<file path="src/rtl/regfile_op_sequencer.sv">
// Sequencer that reads two operands from a 4-entry register file, applies a small ALU op, and writes the result back.
// Optional zero/carry flags are enabled with the REGFILE_OP_SEQUENCER_FLAGS_EN macro.
module regfile_op_sequencer #(
    parameter int DATA_W = 16,
    parameter int ADDR_W = 2
) (
    input  logic              clk,
    input  logic              rst_n,
    input  logic              req_valid,
    output logic              req_ready,
    input  logic [1:0]        req_op,
    input  logic [ADDR_W-1:0] req_dst,
    input  logic [ADDR_W-1:0] req_src1,
    input  logic [ADDR_W-1:0] req_src2,
    output logic [ADDR_W-1:0] rf_r_addr1,
    output logic [ADDR_W-1:0] rf_r_addr2,
    input  logic [DATA_W-1:0] rf_r_data1,
    input  logic [DATA_W-1:0] rf_r_data2,
    output logic              rf_we,
    output logic [ADDR_W-1:0] rf_w_addr,
    output logic [DATA_W-1:0] rf_w_data,
    output logic              done,
    output logic [DATA_W-1:0] result,
`ifdef REGFILE_OP_SEQUENCER_FLAGS_EN
    output logic              flag_z,
    output logic              flag_c,
`endif
    output logic [1:0]        dbg_state
);

    typedef enum logic [1:0] {IDLE = 2'd0, READ = 2'd1, EXEC = 2'd2, WRITE = 2'd3} state_t;

    localparam logic [1:0] OP_ADD = 2'b00;
    localparam logic [1:0] OP_SUB = 2'b01;
    localparam logic [1:0] OP_AND = 2'b10;

    // Handshake: a request transfers on a rising edge where req_valid && req_ready;
    // req_ready is registered and high only in IDLE, so req_* are ignored elsewhere.
    state_t            state, state_next;
    logic [1:0]        op_q;
    logic [ADDR_W-1:0] dst_q;
    logic [DATA_W-1:0] a_q, b_q;
    logic [DATA_W-1:0] alu_res;
    logic              accept;

    assign accept    = (state == IDLE) && req_valid && req_ready;
    assign dbg_state = state;

    always_comb begin
        state_next = state;
        case (state)
            IDLE:    if (accept) state_next = READ;
            READ:    state_next = EXEC;
            EXEC:    state_next = WRITE;
            WRITE:   state_next = IDLE;
            default: state_next = IDLE;
        endcase
    end

`ifdef REGFILE_OP_SEQUENCER_FLAGS_EN
    // Extra top bit carries ADD carry-out or SUB borrow (set when a < b unsigned).
    logic alu_c;
    always_comb begin
        {alu_c, alu_res} = {1'b0, a_q};
        case (op_q)
            OP_ADD:  {alu_c, alu_res} = {1'b0, a_q} + {1'b0, b_q};
            OP_SUB:  {alu_c, alu_res} = {1'b0, a_q} - {1'b0, b_q};
            OP_AND:  {alu_c, alu_res} = {1'b0, a_q & b_q};
            default: {alu_c, alu_res} = {1'b0, a_q};
        endcase
    end
`else
    always_comb begin
        alu_res = a_q;
        case (op_q)
            OP_ADD:  alu_res = a_q + b_q;
            OP_SUB:  alu_res = a_q - b_q;
            OP_AND:  alu_res = a_q & b_q;
            default: alu_res = a_q;
        endcase
    end
`endif

    always_ff @(posedge clk or negedge rst_n) begin
        if (!rst_n) begin
            state <= IDLE;
        end else begin
            state <= state_next;
        end
    end

    // Handshake/strobe outputs are registered from the next state.
    always_ff @(posedge clk or negedge rst_n) begin
        if (!rst_n) begin
            req_ready <= 1'b1;
            rf_we     <= 1'b0;
            done      <= 1'b0;
        end else begin
            req_ready <= (state_next == IDLE);
            rf_we     <= (state_next == WRITE);
            done      <= (state_next == WRITE);
        end
    end

    always_ff @(posedge clk or negedge rst_n) begin
        if (!rst_n) begin
            op_q       <= '0;
            dst_q      <= '0;
            a_q        <= '0;
            b_q        <= '0;
            rf_r_addr1 <= '0;
            rf_r_addr2 <= '0;
            rf_w_addr  <= '0;
            rf_w_data  <= '0;
            result     <= '0;
        end else begin
            if (accept) begin
                op_q       <= req_op;
                dst_q      <= req_dst;
                rf_r_addr1 <= req_src1;
                rf_r_addr2 <= req_src2;
            end
            // The file drives read data on the falling edge after the addresses change.
            if (state == READ) begin
                a_q <= rf_r_data1;
                b_q <= rf_r_data2;
            end
            if (state == EXEC) begin
                rf_w_addr <= dst_q;
                rf_w_data <= alu_res;
                result    <= alu_res;
            end
        end
    end

`ifdef REGFILE_OP_SEQUENCER_FLAGS_EN
    always_ff @(posedge clk or negedge rst_n) begin
        if (!rst_n) begin
            flag_z <= 1'b0;
            flag_c <= 1'b0;
        end else if (state == EXEC) begin
            flag_z <= (alu_res == '0);
            flag_c <= alu_c;
        end
    end
`endif

endmodule

</file>
<file path="config.mk">
export PLATFORM = sky130hd
export DESIGN_NAME = regfile_op_sequencer
export DESIGN_NICKNAME = d
export VERILOG_FILES = /design/src/rtl/regfile_op_sequencer.sv
export SDC_FILE = /design/constraint.sdc
export NUM_CORES = 1
export LEC_CHECK = 0
export CAP_MARGIN = 10
export CELL_PAD_IN_SITES_DETAIL_PLACEMENT = 0
export CELL_PAD_IN_SITES_GLOBAL_PLACEMENT = 1
export CORE_MARGIN = 2
export CORE_UTILIZATION = 39
export CTS_CLUSTER_SIZE = 10
export DETAILED_ROUTE_END_ITERATION = 8
export PLACE_DENSITY_LB_ADDON = 0.05
export SKIP_CTS_REPAIR_TIMING = 1
export SYNTH_ARGS = -nofsm -noshare
export SYNTH_HDL_FRONTEND = slang
export SYNTH_SLANG_ARGS = --single-unit
</file>
<file path="constraint.sdc">
create_clock -name clk -period 3.15 [get_ports clk]
set_input_delay 0.63 -clock clk [delete_from_list [all_inputs] [get_ports clk]]
set_output_delay 0.63 -clock clk [all_outputs]
set_load 0.1 [all_outputs]
</file>
* Word-level counts from Yosys, hierarchy flattened
Index checks and enable logic that the tools add are counted.
** Word-level totals
- Output and inout bits :: 43
- Input port bits :: 43
- Register bits after elaboration :: 62
** Cells by class
- Mux-type cells :: 3
- $add $sub $neg :: 2
- Equality and inequality tests :: 6
- Reduce and logical (&&, ||, !) cells :: 5
- Bitwise operators :: 1
** Operators by type and width (number)
- 16-bit one-hot mux with 3 select lines :: 1
- 16-bit adder :: 1
- 16-bit bitwise AND :: 1
- 16-bit subtractor :: 1
- 2-bit equality test (second input constant) :: 4
- 2-bit one-hot mux with 4 select lines :: 1
- 2-bit logical NOT :: 3
- 2-bit by 1-bit equality test with 1-bit output (second input constant) :: 2
- 1-bit logical AND :: 2
- 2-bit two-way mux :: 1

* Longest topological paths before layout
Gate-level depths: netlist of the first run.
- Word-level depth :: 6
- Depth in mapped cells :: 14
- Gate-level depth less buffers :: 14

* Worst setup path after synthesis of the first run
No wires, ideal clock.
- Kind :: register -> register
- Start :: reg b_q[4]
- End :: reg result[14]
- Data required time :: 3.017 ns
- Period minus slack after synthesis :: 2.859 ns
- Stages on the path, launching flop included :: 12
- Arrival :: 2.726 ns
- Path slack :: 0.291 ns
- Cell sequence :: dfrtp_1 -> nor4_2 -> nor4b_4 -> a31oi_1 -> xnor2_1 -> ha_1 -> clkbuf_1 -> a21oi_1 -> or3b_2 -> o21ai_1 -> mux2i_1 -> o21ai_0
** Between the ends
- Word-level cells in the longest chain between the ends :: 2
- Elaborated cells on any way between the ends :: 3
- Those cells by class :: add/sub (2); mux (1)
** Ends and longest elaborated chain
- from (decl) :: RTL line 42 : logic [DATA_W-1:0] a_q, b_q;
- from (signal assigned) :: RTL line 126 : b_q <= rf_r_data2;
- 16-bit subtractor or 16-bit adder (tied branches) :: RTL line 77, 76
- 16-bit one-hot mux with 3 select lines (*) :: RTL line 75 : case (op_q)
- to (signal assigned) :: RTL line 131 : result <= alu_res;
- to (decl) :: RTL line 23 : output logic [DATA_W-1:0] result,
Mark *: on every way between the ends. The rest lies on a longest branch, timed or not.
A chain may end at the register's enable or synchronous reset.

* Worst setup path in the final report of the first run
- Start :: reg b_q[10]
- End :: reg result[15]
Same word-level chain as after synthesis.

==> results.md, run 1 <==
- Syn_area_per_cell: 10.2 um^2
- Core ar.: approximately 9300 um^2
- Max Cap Viol: 0
- Final setup viols: 0
- Post-route minimum period: a little under 3000 ps
- Via Count: between 3000 and 4000
- Setup CP Type: register to register
- Initial DRC count: roughly 180
- Crit path max-delay family: simple AND/OR/NAND/NOR gates
- Synthesized cell area: approximately 3800 um^2
- Ant. Diodes: 0
- Antenna Nets Post-Route: 0
- Largest net degree at the start of global routing: 38
- Metal-1 WL: around 4700 um
- #FFs+latches synth: a little over 60
- Slowest stage delay, CP: around 570 ps
- Die H: approximately 100 um
- Worst setup EP type: register
- Avg WL per Cell: 16.3 um
- Cell count after synthesis: 368
- Slowest cell on crit path: or4_4
- Met2 WL: 4260 um
- Clock Path Buffers: 2
- Initial antenna violation count: 0
- Startpoint Class: register
- Hold WC Path Type: input pin to async pin
- Setup Skew: between 10 and 15 ps
- CP required: roughly 3400 ps
- Fin. max-slew vios: 0
- Ports: 86
- Num rows: 35
- Post-synth ARST share: 1.00
- Clock Latency Late Sink: ~340 ps
- Final period util: 0.942
- Clk slew on worst S/H paths: 80 ps
- Critical path arrival: between 3000 and 4000 ps
- Synth Flop Type: dfrtp_1
- CTS Buf Count: 9
- EDFF count, synth: 0
- Pre-antenna DRT Iters: 4
- Status: completed
- CTS Root Cell: clkbuf_8
- Setup TNS: 0 ps
- Reg2Reg Launch Point: b_q[10]
- Fmax: around 340 MHz
- Share of layout cells above drive strength 1: 0.307
- CP Max Fanout: 4
- Placer's final routability congestion estimate: 0.868
- Total GRT Usage: 0.195
- Crit path buffers/inverters: 1
- Vias in the first global route: about 3000
- Vias per Instance: just over 5
- CTS tree: done
- Critical-path cell list: or4_4 -> nor3_4 -> nand2_1 -> o21ai_0 -> xor2_1 -> ha_1 -> inv_1 -> nor3_1 -> a211o_1 -> a21oi_1 -> xnor2_1 -> o221ai_2
- Remaining Overflow, GRT: 0
- Final WL: slightly below 10000 um
- Yosys warning total: 0
- Initial Util: 0.404
- DIE WIDTH: 102 um
- Port bufs: between 80 and 90
- Worst Tran Pin Value: 663 ps
- Drc violations: 0
- Die area: around 10000 um^2
- Met3 wire len: around 590 um
- Slew margin rel.: 0.558
- Yosys cell types: 46
- Area growth, synth to finish: 31.7%
- Final #Nets: around 520
- Syn nets: between 400 and 500
- Worst Setup SP: b_q[10]
- Seq/Total Area, Yosys: 0.412
- Clock Sinks: 62
- Final Hold Fails: 0
- First-pass GRT wire length: roughly 15000 um
- Max Used Layer: met4
- Max H-tree Level: 3
- Hpwl dp: 7290 um
- Unrepaired setup endpoints after global routing: no
## cell usage after synthesis (4+ instances only)
cell / number / area (um^2)
a21oi_1: 23 / 115
a31oi_1: 4 / 25.0
buf_4: 17 / 128
clkbuf_1: 15 / 56.3
dfrtp_1: 61 / 1530
ha_1: 20 / 250
inv_1: 16 / 60.1
mux2_2: 38 / 428
mux2i_1: 6 / 60.1
nand2_1: 23 / 86.3
nand2b_1: 5 / 31.3
nand3_1: 4 / 20.0
nor2_1: 21 / 78.8
nor2b_1: 4 / 25.0
nor3_1: 6 / 30.0
o2111ai_1: 4 / 35.0
o211ai_1: 15 / 113
o21a_1: 6 / 45.0
o21ai_0: 20 / 100
o221ai_1: 4 / 35.0
xnor2_1: 14 / 123
xor2_1: 9 / 78.8
## layout make-up
class / count / area, um^2
fillers: 886 / 4360
multi-input cells: 258 / 2020
flip-flops and latches: 62 / 1550
repair buffers: 111 / 933
well taps: 129 / 161
clock buffers: 10 / 128
clock inverters: 6 / 110
inverters: 16 / 60.1
## flip-flops by register name, summed over array words and instances, names as in the netlist
signal      cells
req_ready       1
dbg_state       2
done            1
rf_w_addr       2
result         16
dst_q           2
rf_r_addr1      2
op_q            2
a_q            16
rf_r_addr2      2
b_q            16
## worst paths after layout
| kind | depth (start not counted) | slack, ps | to |
|---|---|---|---|
| max in group asynchronous | 2 | 2020 | b_q[5] |
| hold reg to reg | 1 | 510 | dst_q[1] |
| min in group clk | 1 | 510 | dst_q[1] |
| setup / recovery | 12 | 180 | result[15] |
| setup reg to reg | 12 | 180 | result[15] |
| hold / removal | 1 | 310 | result[12] |
## layer usage
metal  vias to the layer above  global-route usage
met4                         0              0.0513
met3                         8              0.0506
met5                         -                   0
li1                       1492                   -
met1                      1472               0.281
met2                       104               0.291
## cell usage in the layout, fill, tap and decap left out, drive strengths merged, types with 2 or more instances in the layout
cell / instances
or2: 3
nand2b: 5
buf: 70
dfrtp: 61
clkbuf: 10
a211oi: 3
nand3: 4
a21oi: 23
clkdlybuf4s50: 41
a31oi: 4
o221ai: 5
bufinv: 3
inv: 16
clkinvlp: 2
nor4b: 2
o2111ai: 4
mux2i: 6
xnor2: 14
o21ai: 22
ha: 20
mux2: 38
o31ai: 2
nor3: 7
o211ai: 15
a211o: 2
a21o: 3
nand2: 23
nor2b: 4
nor2: 21
nor4: 2
xor2: 9
o21a: 6
## cells by family (layout without fill, tap and decap cells)
family	Yosys count	count (layout)	share of synthesized area
AND/OR/NAND/NOR	74	74	0.102
adder cells (fa/ha/maj)	21	21	0.0717
flip-flops	62	62	0.412
buffers and inverters	48	143	0.0647
AO/OA/AOI/OAI	96	96	0.167
multiplexers	44	44	0.129
XOR/XNOR	23	23	0.0534
## stage by stage
stage	hold WS [ps]	instances	area, um^2	worst slack (ps)	util
2_1_floorplan	334	368	3770	291	-
3_3_place_gp	482	572	4650	247	0.499
3_5_place_dp	495	572	4650	155	0.499
6_report	307	592	4960	181	0.532
5_1_grt	353	592	4960	6.29	0.532
4_1_cts	326	588	4890	134	0.524
Power of run 1 is not shown: default switching activity piles up to over one toggle a cycle in this logic, so the estimate is an artifact.
==> inputs of run 2 (changes only) <==
Settings changed: SKIP_CTS_REPAIR_TIMING 1 to not set.
==> results of run 2 <==
Final layout, timing and power as in run 1 (identical DEF).
Power of run 2 is left out for the same reason.
==> inputs of run 3 (changes only) <==
Settings changed: CORE_ASPECT_RATIO set to 1.1, SETUP_SLACK_MARGIN set to 0.2, SLEW_MARGIN set to 25.
==> run 3 against run 2 <==
  * Design area up 1.1%
  * Largest cell class unchanged
  * Count of clock-buffer cells in the layout down 1
  * Register-to-register slack better by 30 ps
==> results.md, run 3 (synthesis results as in run 1) <==
- Status: completed (unchanged)
- Initial DRC count: 107 (was 178)
- Commonest non-fill, non-tap cell in the layout: buf_4 (unchanged)
- Clk slew on worst S/H paths: 80 ps (about the same)
- Hold_buf cts: 0 (unchanged)
- Clock Latency Late Sink: 350 ps (was 340 ps)
- Final #Nets: 526 (was 522)
- Via Count: 3078 (was 3076)
- Setup Skew: 9.69 ps (was 12.2 ps)
- Final Hold Fails: 0 (unchanged)
- Worst r2r dst: result[14] (was result[15])
- Sequential cell area: 1560 um^2 (was 1550 um^2)
- Startpoint Class: register (unchanged)
- Hold WC Path Type: input pin to async pin (unchanged)
- DIE WIDTH: 97.7 um (was 102 um)
- Final worst setup slack: 213 ps (was 181 ps)
- First-pass GRT wire length: 15300 um (was 15400 um)
- Die H: 107 um (was 102 um)
- Initial antenna violation count: 0 (unchanged)
- Max Cap Viol: 0 (unchanged)
- Share of layout cells above drive strength 1: 0.332 (was 0.307)
- Critical path arrival: 3160 ps (was 3180 ps)
- Drc violations: 0 (unchanged)
- Vias per Instance: 5.27 (was 5.20)
- Setup TNS: 0 ps (unchanged)
- Placement Setup Slack: 122 ps (was 155 ps)
- Core ar.: 9400 um^2 (was 9330 um^2)
- CTS tree: done (unchanged)
- Max H-tree Level: 3 (unchanged)
- Antenna Nets Post-Route: 0 (unchanged)
- Worst setup EP type: register (unchanged)
- Clock Sinks: 62 (unchanged)
- Clock Path Buffers: 2 (unchanged)
- Placer's final routability congestion estimate: 0.781 (was 0.868)
- Post-route minimum period: 2940 ps (was 2970 ps)
- Multi-input logic area: 2040 um^2 (was 2020 um^2)
- Final WL: 9440 um (was 9630 um)
- Worst Setup SP: b_q[3] (was b_q[10])
- Fmax: 341 MHz (was 337 MHz)
- Total GRT Usage: 0.186 (was 0.195)
- Num rows: 37 (was 35)
- CTS Buf Count: 9 (unchanged)
- Worst Tran Pin Value: 454 ps (was 663 ps)
- Flop2flop setup slack: 210 ps (was 180 ps)
- Pre-antenna DRT Iters: 4 (unchanged)
- Port bufs: 85 (unchanged)
- Area growth, synth to finish: 33.1% (was 31.7%)
- Final period util: 0.932 (was 0.942)
- Setup CP Type: register to register (unchanged)
- Ports: 86 (unchanged)
- Post-route insts no fill: 584 (was 592)
- Largest net degree at the start of global routing: 38 (unchanged)
- Vias in the first global route: 3000 (was 2956)
- Hold slack: 186 ps (was 307 ps)
- Slew margin rel.: 0.698 (was 0.558)
- Layout fillers: 858 (was 886)
- Unrepaired setup endpoints after global routing: yes (was no)
- Hpwl dp: 7170 um (was 7290 um)
- Fin. max-slew vios: 0 (unchanged)
- CP required: 3380 ps (was 3360 ps)
- CTS Root Cell: clkbuf_8 (unchanged)
- R2R depth: 11 (was 12)
- Dpl cells: 560 (was 572)
- Most frequent cells in the layout: buf_4 (72), dfrtp_1 (59), clkdlybuf4s50_1 (41) (was buf_4 (69), dfrtp_1 (60), clkdlybuf4s50_1 (41))
- CP Max Fanout: 4 (unchanged)
- Biggest regs: a_q: 16 flops, b_q: 16 flops, result: 16 flops (unchanged)
- Initial Util: 0.401 (was 0.404)
- Final setup viols: 0 (unchanged)
- Die area: 10500 um^2 (about the same)
- Remaining Overflow, GRT: 0 (unchanged)
- Avg WL per Cell: 16.2 um (was 16.3 um)
- Ant. Diodes: 0 (unchanged)
- Reg2Reg Launch Point: b_q[3] (was b_q[10])
-- run 3: changes by cell type in the layout (fill, tap and decap cells not counted), moves of 2 or more --
cell / change
a21oi_1: -2
a21oi_2: +2
buf_4: +3
clkinv_4: +2
o21ai_0: -4
o21ai_1: +4
-- run 3: what timing repair did --
action                                  CTS  global route
setup buffers                             2             6
resized for setup                         3            21
endpoints found under the hold margin     0             0
pin swaps                                 2            13
endpoints found under the setup margin    1             7
-- run 3: critical path: stages (launching register included) --
cell and delay (ps):
dfrtp_1 430, nor4_4 330, nor4b_4 280, buf_4 170, a31oi_1 90, xnor2_1 150
ha_1 360, a21oi_2 180, or3b_4 400, o21ai_2 170, mux2i_1 200, o21ai_1 70
-- run 3: worst max path at each step --
stage | endpoint | slack (ps)
3_5_place_dp | result[14] | 120
5_1_grt | result[14] | 60
3_3_place_gp | result[14] | 160
4_1_cts | result[14] | 200
6_report | result[14] | 210
2_1_floorplan | result[14] | 290
-- run 3: per-stage QoR --
step | cell area (um^2) | util
finish | 5020 | 0.534
global route | 5020 | 0.534
CTS | 4910 | 0.522
detailed placement | 4640 | 0.493
global placement | 4640 | 0.493
floorplan | 3770 | -
-- run 3: layer usage --
| layer | vias to the layer above | GRT usage | share of wire |
|---|---|---|---|
| li1 | 1502 | - | - |
| met1 | 1473 | 0.258 | 0.48 |
| met2 | 90 | 0.286 | 0.45 |
| met3 | 13 | 0.0469 | 0.046 |
| met4 | 0 | 0.0635 | 0.020 |
| met5 | - | 0 | 0 |
-- run 3: cell type report --
| class | instances | share of cell area |
|---|---|---|
| Multi-Input combinational cell | 258 | 0.407 |
| Sequential cell | 62 | 0.310 |
| Timing Repair Buffer | 115 | 0.193 |
| Tap cell | 117 | 0.0292 |
| Clock buffer | 9 | 0.0247 |
| Clock inverter | 7 | 0.0244 |
| Inverter | 16 | 0.0120 |
Power of run 3 is left out for the same reason.
